$ cat config.mk
export PLATFORM = sky130hd
export DESIGN_NAME = figo_seq_gen
export DESIGN_NICKNAME = d
export VERILOG_FILES = /design/src/rtl/figo_pkg.sv /design/src/rtl/figo_route_rom.sv /design/src/rtl/figo_seq_gen.sv
export SDC_FILE = /design/constraint.sdc
export NUM_CORES = 1
export LEC_CHECK = 0
export CORE_MARGIN = 8
export CORE_UTILIZATION = 51
export CTS_CLUSTER_DIAMETER = 60
export CTS_CLUSTER_SIZE = 10
export DETAILED_ROUTE_END_ITERATION = 7
export PLACE_DENSITY = 0.77
export SETUP_SLACK_MARGIN = 0.3
export SLEW_MARGIN = 10
export SYNTH_ARGS = -nofsm -noshare
export SYNTH_HDL_FRONTEND = slang
export SYNTH_SLANG_ARGS = --single-unit
$ cat constraint.sdc
create_clock -name clk -period 3.3 [get_ports clk]
set_clock_uncertainty 0.15 [all_clocks]
set_input_delay 0.33 -clock clk [delete_from_list [all_inputs] [get_ports clk]]
set_output_delay 0.33 -clock clk [all_outputs]
set_load 0.005 [all_outputs]
$ cat src/rtl/figo_pkg.sv
// Shared definitions for the FIGO stimulus generator: state codes,
// FSM transition function, reachability and first-bit routing.
package figo_pkg;

  localparam logic [2:0] ST_0 = 3'd0;
  localparam logic [2:0] ST_1 = 3'd1;
  localparam logic [2:0] ST_2 = 3'd2;
  localparam logic [2:0] ST_3 = 3'd3;
  localparam logic [2:0] ST_4 = 3'd4;
  localparam logic [2:0] ST_5 = 3'd5;
  localparam logic [2:0] ST_6 = 3'd6;
  localparam logic [2:0] ST_7 = 3'd7;

  // Bit {s,t} is the first bit of the shortest 0-first path s->t
  localparam logic [63:0] ROUTE_TBL = 64'h08B8_9820_10F8_04FE;

  typedef enum logic {
    CTL_IDLE = 1'b0,
    CTL_EMIT = 1'b1
  } ctl_t;

  function automatic logic [2:0] figo_next(
    input logic [2:0] s,
    input logic       b
  );
    logic [2:0] n;
    n = ST_0;
    unique case (s)
      ST_0: n = b ? ST_1 : ST_0;
      ST_1: n = b ? ST_2 : ST_3;
      ST_2: n = b ? ST_3 : ST_2;
      ST_3: n = b ? ST_4 : ST_5;
      ST_4: n = b ? ST_5 : ST_6;
      ST_5: n = b ? ST_7 : ST_6;
      ST_6: n = b ? ST_7 : ST_6;
      ST_7: n = b ? ST_3 : ST_4;
      default: n = ST_0;
    endcase
    return n;
  endfunction

  function automatic logic figo_reach(
    input logic [2:0] s,
    input logic [2:0] t
  );
    return (t >= ST_3)
        || (t == ST_2 && s <= ST_2)
        || (t == ST_1 && s == ST_0)
        || (t == s);
  endfunction

  function automatic logic figo_route(
    input logic [2:0] s,
    input logic [2:0] t
  );
    logic [5:0] idx;
    idx = {s, t};
    return ROUTE_TBL[idx];
  endfunction

endpackage

$ cat src/rtl/figo_route_rom.sv
// Combinational route lookup: for a (state, target) pair gives
// whether the target is reachable and the next bit to send.
module figo_route_rom
  import figo_pkg::*;
(
  input  logic [2:0] i_s,
  input  logic [2:0] i_t,
  output logic       o_reach,
  output logic       o_route
);

  assign o_reach = figo_reach(i_s, i_t);
  assign o_route = figo_route(i_s, i_t);

endmodule

$ cat src/rtl/figo_seq_gen.sv
// Serial stimulus generator: shadows the FIGO FSM and emits the
// shortest inbit sequence to a requested target state.
module figo_seq_gen
  import figo_pkg::*;
#(
  parameter logic IDLE_BIT = 1'b0,
  parameter int   CNT_W    = 4
) (
  input  logic             clk,
  input  logic             reset_n,
  input  logic             req_valid,
  output logic             req_ready,
  input  logic [2:0]       req_target,
  output logic             inbit_o,
  output logic             busy,
  output logic             done,
  output logic             err,
  output logic [CNT_W-1:0] path_len,
  output logic [2:0]       cur_state
);

  ctl_t             r_ctl;
  ctl_t             w_ctl_nxt;
  logic [2:0]       r_state;
  logic [2:0]       r_tgt;
  logic             r_inbit;
  logic             r_done;
  logic             r_err;
  logic [CNT_W-1:0] r_cnt;
  logic [CNT_W-1:0] r_len;

  logic [2:0]       w_nxt;
  logic [2:0]       w_tgt;
  logic             w_reach;
  logic             w_route;
  logic             w_hit;
  logic             w_accept;
  logic             w_busy;

  // Requests are judged against the state the FSM lands in this edge
  assign w_nxt    = figo_next(r_state, r_inbit);
  assign w_tgt    = (r_ctl == CTL_IDLE) ? req_target : r_tgt;
  assign w_hit    = (w_nxt == w_tgt);
  assign w_accept = req_valid && (r_ctl == CTL_IDLE);

  figo_route_rom u_rom (
    .i_s     (w_nxt),
    .i_t     (w_tgt),
    .o_reach (w_reach),
    .o_route (w_route)
  );

  always_ff @(posedge clk or negedge reset_n) begin
    if (!reset_n) r_ctl <= CTL_IDLE;
    else          r_ctl <= w_ctl_nxt;
  end

  always_comb begin
    w_ctl_nxt = r_ctl;
    unique case (r_ctl)
      CTL_IDLE:
        if (w_accept && w_reach && !w_hit)
          w_ctl_nxt = CTL_EMIT;
      CTL_EMIT:
        if (w_hit)
          w_ctl_nxt = CTL_IDLE;
      default: w_ctl_nxt = CTL_IDLE;
    endcase
  end

  always_comb begin
    w_busy    = (r_ctl == CTL_EMIT);
    busy      = w_busy;
    req_ready = !w_busy;
  end

  always_ff @(posedge clk or negedge reset_n) begin
    if (!reset_n) begin
      r_state <= ST_0;
      r_tgt   <= ST_0;
      r_inbit <= IDLE_BIT;
      r_done  <= 1'b0;
      r_err   <= 1'b0;
      r_cnt   <= '0;
      r_len   <= '0;
    end else begin
      r_state <= w_nxt;
      r_done  <= 1'b0;
      r_err   <= 1'b0;
      if (r_ctl == CTL_IDLE) begin
        r_inbit <= IDLE_BIT;
        if (w_accept) begin
          unique case (1'b1)
            !w_reach: r_err <= 1'b1;
            w_hit: begin
              r_done <= 1'b1;
              r_len  <= '0;
            end
            default: begin
              r_tgt   <= req_target;
              r_inbit <= w_route;
              r_cnt   <= CNT_W'(1);
            end
          endcase
        end
      end else begin
        if (w_hit) begin
          r_done  <= 1'b1;
          r_len   <= r_cnt;
          r_inbit <= IDLE_BIT;
        end else begin
          r_inbit <= w_route;
          if (r_cnt != {CNT_W{1'b1}})
            r_cnt <= r_cnt + CNT_W'(1);
        end
      end
    end
  end

  assign inbit_o   = r_inbit;
  assign done      = r_done;
  assign err       = r_err;
  assign path_len  = r_len;
  assign cur_state = r_state;

endmodule

==> results of run 1 <==
cell usage in the layout (no fill, tap or decap), drive strengths merged:
| cell type | instances |
|---|---|
| a21o | 1 |
| nand2b | 2 |
| a31oi | 2 |
| nor4b | 1 |
| ha | 5 |
| a41oi | 1 |
| a32o | 4 |
| nor2 | 4 |
| clkbuf | 4 |
| and3 | 1 |
| a21oi | 6 |
| nand3b | 1 |
| mux2 | 4 |
| nand2 | 5 |
| nand4 | 5 |
| buf | 1 |
| or4 | 1 |
| o21ai | 4 |
| o21a | 2 |
| and2 | 1 |
| a2bb2oi | 1 |
| a22oi | 1 |
| clkdlybuf4s50 | 17 |
| a211o | 1 |
| dfrtp | 18 |
| xnor2 | 5 |
| or3b | 1 |
| or4b | 1 |
| mux2i | 6 |
| nand3 | 4 |
| inv | 8 |
| o32ai | 1 |
| or3 | 1 |
worst max-delay path by stage:
| stage | startpoint | slack [ps] | cells after the start | to |
|---|---|---|---|---|
| 2_1_floorplan | busy$_DFF_PN0_ | 660 | 9 | r_cnt[1]$_DFFE_PN0P_ |
| 3_3_place_gp | req_target[0] | 360 | 10 | r_cnt[1]$_DFFE_PN0P_ |
| 3_5_place_dp | req_target[0] | 260 | 10 | r_cnt[1]$_DFFE_PN0P_ |
| 4_1_cts | busy$_DFF_PN0_ | 380 | 8 | r_cnt[1]$_DFFE_PN0P_ |
| 5_1_grt | busy$_DFF_PN0_ | 310 | 8 | r_cnt[1]$_DFFE_PN0P_ |
| 6_report | busy$_DFF_PN0_ | 440 | 7 | r_tgt[1]$_DFFE_PN0P_ |
sequential cells by signal, summed over array words and instances (netlist names):
name and cells:
cur_state 3, err 1, inbit_o 1, r_tgt 3
done 1, r_cnt 4, busy 1, path_len 4
through the flow:
| step | utilization, % | setup WS (ps) | hold slack [ps] | cell area [µm²] |
|---|---|---|---|---|
| after detailed placement | 64.0 | 261 | 331 | 1270 |
| after global routing | 66.1 | 310 | 370 | 1310 |
| final | 66.1 | 443 | 335 | 1310 |
| after floorplan | - | 664 | -116 | 1080 |
| after global placement | 64.0 | 356 | 327 | 1270 |
| after CTS | 65.8 | 379 | 355 | 1300 |
cell families (layout without fill, tap and decap cells):
kind of cell	after synthesis	count (layout)	share of synthesized area (%)
AO/OA/AOI/OAI	24	24	17.2
XOR/XNOR	5	5	4.77
adder cells (fa/ha/maj)	5	5	5.81
buffers and inverters	11	30	4.65
flip-flops	18	18	41.9
multiplexers	10	10	10.9
AND/OR/NAND/NOR	28	28	14.8
layout make-up:
class                           instances  area (µm²)
Fill cell                             151         672
Multi-Input combinational cell         72         582
Sequential cell                        18         450
Timing Repair Buffer                   18         178
Clock buffer                            4        36.3
Tap cell                               27        33.8
Inverter                                8        30.0
power groups by stage:
stage / logic, mW / clock network (mW) / registers (mW)
2_1_floorplan: 0.630 / 0 / 0.403
3_3_place_gp: 0.819 / 0 / 0.428
5_1_grt: 0.953 / 0.149 / 0.444
6_report: 0.862 / 0.141 / 0.427
4_1_cts: 0.846 / 0.142 / 0.427
3_5_place_dp: 0.839 / 0 / 0.432
timing repair:
action                     4_1_cts  5_1_grt
buffers inserted                 0        0
resized for setup                0        1
setup endpoints to repair        0        3
layer usage:
metal / routed length [µm] / share of wire (%) / track usage [%] / vias to the layer above
li1: - / - / - / 413
met3: 161 / 7.2 / 2.67 / 3
met5: 0 / 0 / 0 / -
met2: 1050 / 47 / 20.4 / 37
met1: 997 / 45 / 16.6 / 433
met4: 19 / 0.85 / 6.17 / 0
==> impl_summary.txt, run 1 <==
----------------------------------------------------
[Pwr]
  Sw frac ... 42.8%
  Leak pwr ... 0.572 nW
  Relative contribution of sequential cells to total power ... 29.8%
  Design internal power ... 0.818 mW
  Max IR drop VDD ... 0.000591 V
  Total power draw ... 1.43 mW
  Switching power ... 0.611 mW
  Combinational fraction of design power ... 60.3%
  Power density over cell area ... 1090 mW/mm²
  Clock Power Share ... 9.8%

[Synth]
  Area share of the largest cell type after synthesis ... 41.9%
  Commonest cells in the netlist ... sky130_fd_sc_hd__dfrtp_1 (18), sky130_fd_sc_hd__inv_1 (8), sky130_fd_sc_hd__a21oi_1 (6)
  Distinct cell type count after synthesis ... 35
  Main synth FF type ... sky130_fd_sc_hd__dfrtp_1
  Synthesized cell area ... 0.00108 mm²
  FF+latch count, synth ... 18
  Top cells by area in the synthesized netlist ... sky130_fd_sc_hd__dfrtp_1 (42%), sky130_fd_sc_hd__ha_1 (5.8%), sky130_fd_sc_hd__mux2i_1 (4.7%), sky130_fd_sc_hd__mux2_2 (4.2%), sky130_fd_sc_hd__a32o_1 (3.7%)
  Post-synthesis instance total ... 101
  Synthesis Warnings ... 0
  Post-synthesis net count ... 112
  Biggest area consumer among synthesized cells ... sky130_fd_sc_hd__dfrtp_1
  Library cell with the highest instance count after synthesis ... sky130_fd_sc_hd__dfrtp_1
  Async S/R FF share, synth ... 100%
  Sequential area share after synthesis ... 41.9%
  Number of synthesized flops with an enable pin ... 0
  Per-instance average area after synthesis ... 10.7 µm²

[Worst setup path]
  Reg-to-reg setup timing slack ... 440 ps
  CP cell instances ... mux2i_4 > ha_1 > or4b_2 > nand3_1 > a211o_1 > nand4_1 > mux2_2
  Slowest cell delay on critical path ... 610 ps
  Number of buffer and inverter instances along the worst setup path ... 0
  Signal arrival time at the worst endpoint ... 2900 ps
  Biggest fanout along the worst timing path ... 7
  Crit Path Class ... flop to flop
  Worst R2R Start ... busy$_DFF_PN0_
  Category of the worst setup path launch point ... flop
  Data required time at the worst endpoint ... 3340 ps
  Critical path's top delay family ... simple AND/OR/NAND/NOR gates
  Endpoint class of the critical path ... flop
  Path depth of the worst reg2reg path ... 7
  Endpoint of the lowest-slack register-to-register path ... r_tgt[1]$_DFFE_PN0P_
  Crit-path slowest cell ... sky130_fd_sc_hd__or4b_2

[Floorplanning]
  Die width ... 61.9 µm
  Floorplan die area ... 0.00384 mm²
  Starting density of the core ... 54.3%
  Site row count ... 16
  Area of the placeable core ... 0.00198 mm²
  Die outline height ... 61.9 µm
  I/O Pins ... 18

[Place]
  Cell count after placement ... 143
  DPL Wire Length ... 1.69 mm
  Final estimated routing congestion in global placement ... 0.894
  Input/output buffers ... 17

[Worst hold path]
  Class of the most critical hold timing path ... input port to async pin

[Timing]
  Hold violation count in the final report ... 0
  Worst max-slew margin expressed relative to the limit ... 45.0%
  Min Clock Period, post-route ... 2860 ps
  Final sum of negative setup slack ... 0 ps
  Unrepaired setup endpoints after global routing ... false
  Worst-Margin Slew ... 823 ps
  Period utilization ... 86.6%
  Peak clock frequency supported by timing ... 350 MHz
  Max-slew violations ... 0
  Final setup violation count ... 0

[Routing]
  Drt first pass iters ... 4
  Via density per instance ... 6.03
  Violation count after the first detailed-route iteration ... 36
  Post-DR wirelength/cell ... 15.2 µm
  Overall via count from detail_route ... 886
  Antenna Nets Post-Route ... 0
  Overall routed net length ... 2.23 mm
  Number of remaining DRC errors ... 0

[Clock network]
  Clock sink count ... 18
  Register clock-pin slew on the reported worst setup and hold paths ... 110 ps
  Number of buffers inserted by hold repair at cts ... 0
  Clock Root Buffer ... sky130_fd_sc_hd__clkbuf_4
  H-tree levels ... 1
  TritonCTS clock tree ... built
  Clock latency of the later-clocked register in the worst-skew pair ... 300 ps
  Number of clock buffers inserted by TritonCTS ... 3
  Largest buffer count on any clock path ... 2

[Finish]
  Fin cells ... 147
  Final net count ... 132
  Synth-to-layout area growth ... 21.7%
  Layout cells sized above 1 ... 12.5%
  Antenna fix cells ... 0

[GRT]
  Number of antenna violations at the first check in global routing ... 0
  First-pass GRT wire length ... 3.73 mm
  Maximum number of pins on one net before global-route repair ... 19
  Total overflow reported by the global router ... 0
  Vias in the first global route ... 861
  Global routing usage summed across all routing layers ... 13.0%

[Job]
  Maximum Capacitance Violations ... 0

[Status]
  Outcome ... finished clean

----------------------------------------------------
(Power assumes the default switching activity.)
==> run 2, diff against run 1 <==
- CORE_UTILIZATION: 51 -> 46
- CTS_CLUSTER_SIZE: 10 -> not set
- PLACE_DENSITY: 0.77 -> 0.73
- SLEW_MARGIN: 10 -> 20
- clock period: 3.3 -> 2.45 ns (I/O delays scaled with it)
==> run 2 against run 1 <==
Clock power hardly changed. Final cell count is 11% higher. Setup slack worse by 430 ps. Register-to-register slack worse by 430 ps. Total power is 64% higher. Sequential power is 37% higher. Non-clock buffer count is 16 higher. Cell area is 16% higher. Via count is 1.0% higher. Critical path depth stayed put.
==> impl_summary.txt, run 2 (synthesized netlist as in run 1, its figures left out) <==
----------------------------------------------------
[Status]
  Outcome ... finished clean

[GRT]
  First-pass GRT wire length ... 4.32 mm (+16%)
  Global routing usage on met3 ... 4.53% (+1.9 points)
  Global routing usage summed across all routing layers ... 12.7% (-0.26 points)
  Global routing usage on met1 ... 16.2% (-0.39 points)
  Number of antenna violations at the first check in global routing ... 0 (unchanged)
  Busiest layer in global routing ... met2
  Routing usage on met2 ... 20.7% (+0.36 points)
  Total overflow reported by the global router ... 0 (unchanged)
  Vias in the first global route ... 916 (+6.4%)
  Maximum number of pins on one net before global-route repair ... 19 (unchanged)

[Finish]
  Antenna fix cells ... 0 (unchanged)
  Final net count ... 148 (+12%)
  Layout cells sized above 1 ... 34.8% (+22 points)
  Most frequent cells in the layout ... sky130_fd_sc_hd__clkdlybuf4s50_1 (17), sky130_fd_sc_hd__buf_4 (17), sky130_fd_sc_hd__dfrtp_1 (15)
  FILL cells ... 176 (+17%)
  Fin cells ... 163 (+11%)
  Final core utilization ... 68.6% (+2.5 points)
  Cell area after layout ... 0.00152 mm² (+16%)
  Synth-to-layout area growth ... 40.9%

[Timing]
  Min Clock Period, post-route ... 2440 ps (-416 ps)
  Worst-Margin Slew ... 833 ps (+10.3 ps)
  Period utilization ... 99.6% (+13 points)
  Fin Hold WS ... 268 ps (-67.4 ps)
  Peak clock frequency supported by timing ... 410 MHz (+17%)
  Worst max-slew margin expressed relative to the limit ... 44.3% (-0.69 points)
  Max-slew violations ... 0 (unchanged)
  Unrepaired setup endpoints after global routing ... true
  Final setup violation count ... 0 (unchanged)
  Hold violation count in the final report ... 0 (unchanged)

[Clock network]
  Number of clock buffers inserted by TritonCTS ... 3 (unchanged)
  Register clock-pin slew on the reported worst setup and hold paths ... 100 ps (about the same)
  Clock Root Buffer ... sky130_fd_sc_hd__clkbuf_4
  H-tree levels ... 1 (unchanged)
  TritonCTS clock tree ... built
  Largest buffer count on any clock path ... 2 (unchanged)
  Clock sink count ... 18 (unchanged)
  Clock latency of the later-clocked register in the worst-skew pair ... 290 ps (about the same)

[Floorplanning]
  Die width ... 64.4 µm (+3.9%)
  Die outline height ... 64.4 µm (+3.9%)
  I/O Pins ... 18 (unchanged)
  Starting density of the core ... 48.6% (-5.7 points)
  Floorplan die area ... 0.00414 mm² (+8.0%)
  Site row count ... 17 (+1)
  Area of the placeable core ... 0.00221 mm² (+12%)

[Place]
  Input/output buffers ... 17 (unchanged)
  DPL Wire Length ... 1.96 mm (+16%)
  Cell area after placement ... 0.00140 mm² (+10%)
  Cell count after placement ... 158 (+10%)
  Final estimated routing congestion in global placement ... 0.779 (-13%)

[Worst setup path]
  Signal arrival time at the worst endpoint ... 2480 ps (-420 ps)
  Endpoint class of the critical path ... flop
  Biggest fanout along the worst timing path ... 3 (-4)
  Slowest cell delay on critical path ... 460 ps (-150 ps)
  Endpoint of the lowest-slack register-to-register path ... r_tgt[0]$_DFFE_PN0P_
  Reg-to-reg setup timing slack ... 10 ps (-430 ps)
  CP cell instances ... mux2i_4 > ha_2 > or4b_4 > nand3_2 > a211o_1 > nand4_1 > mux2_4
  Crit-path slowest cell ... sky130_fd_sc_hd__or4b_4
  Crit Path Class ... flop to flop
  Path depth of the worst reg2reg path ... 7 (unchanged)
  Data required time at the worst endpoint ... 2490 ps (-850 ps)
  Category of the worst setup path launch point ... flop
  Worst R2R Start ... busy$_DFF_PN0_

[Routing]
  Overall via count from detail_route ... 895 (+1.0%)
  Drt first pass iters ... 4 (unchanged)
  Antenna Nets Post-Route ... 0 (unchanged)
  Post-DR wirelength/cell ... 15.9 µm (+5.0%)
  Number of remaining DRC errors ... 0 (unchanged)
  Violation count after the first detailed-route iteration ... 20 (-44%)
  Via density per instance ... 5.49 (-8.9%)
  Overall routed net length ... 2.60 mm (+16%)

[Worst hold path]
  Class of the most critical hold timing path ... input port to async pin

[Pwr]
  Power density over cell area ... 1540 mW/mm² (+42%)
  Leak pwr ... 0.663 nW (+16%)
  Max IR drop VDD ... 0.000866 V (+46%)

[Job]
  Maximum Capacitance Violations ... 0 (unchanged)

----------------------------------------------------
==> run 2: cell count changes in the layout (fill, tap and decap cells not counted), moves of 2 or more <==
cell	previous run	this run
sky130_fd_sc_hd__a31oi_4	0	2
sky130_fd_sc_hd__buf_4	1	17
sky130_fd_sc_hd__dfrtp_1	18	15
sky130_fd_sc_hd__dfrtp_2	0	3
sky130_fd_sc_hd__ha_1	5	3
sky130_fd_sc_hd__ha_2	0	2
sky130_fd_sc_hd__mux2i_1	5	3
sky130_fd_sc_hd__o21ai_0	4	2
sky130_fd_sc_hd__xnor2_1	4	2
sky130_fd_sc_hd__xnor2_2	1	3
==> run 2: per-layer routing <==
| metal | part of all wire [%] | wire length, µm |
|---|---|---|
| met5 | 0 | 0 |
| met4 | 0.23 | 6 |
| met3 | 5.3 | 138 |
| met2 | 48 | 1260 |
| met1 | 46 | 1190 |
==> run 2: area by class of cell <==
type | instances | area [µm²] | share of cell area [%]
multi-input cells | 72 | 677 | 44.6
flip-flops and latches | 18 | 454 | 30.0
repair buffers | 34 | 298 | 19.6
well taps | 28 | 35.0 | 2.31
inverters | 8 | 30.0 | 1.98
clock buffers | 3 | 22.5 | 1.49
==> run 2: per-stage QoR <==
step	TNS, ps	power [mW]	setup slack, ps
floorplan	0	1.44	50.7
global placement	-1070	1.95	-177
detailed placement	-1370	1.99	-227
CTS	0	2.25	8.57
global route	-231	2.52	-60.0
finish	0	2.34	9.74
==> run 2: timing repair <==
item                                    CTS  global route
setup buffers                             1             1
hold buffers                              0             0
gates resized for setup                   9            11
pin swaps                                 2             4
endpoints found under the setup margin   14            15
==> run 2: worst max-delay path by stage <==
stage	slack, ps	to	cells past startpoint	start
global route	-60	r_tgt[2]$_DFFE_PN0P_	9	busy$_DFF_PN0_
global placement	-180	r_cnt[1]$_DFFE_PN0P_	10	req_target[1]
floorplan	50	r_tgt[0]$_DFFE_PN0P_	8	busy$_DFF_PN0_
detailed placement	-230	r_tgt[0]$_DFFE_PN0P_	9	req_target[0]
CTS	9	r_tgt[0]$_DFFE_PN0P_	7	busy$_DFF_PN0_
finish	10	r_tgt[0]$_DFFE_PN0P_	7	busy$_DFF_PN0_
==> run 2: power by group <==
part           internal, mW  switching [mW]
Clock                0.0572          0.0836
Sequential            0.434           0.152
Combinational         0.883           0.731
Total                  1.37           0.967
==> run 2: critical path, delay by kind of cell (launching register included) <==
kind,cells,cell delay [ps]
muxes,2,650
adders and majority gates,1,210
DFF,1,450
AOI/OAI and AO/OA,1,150
and+or+nand+nor,3,740
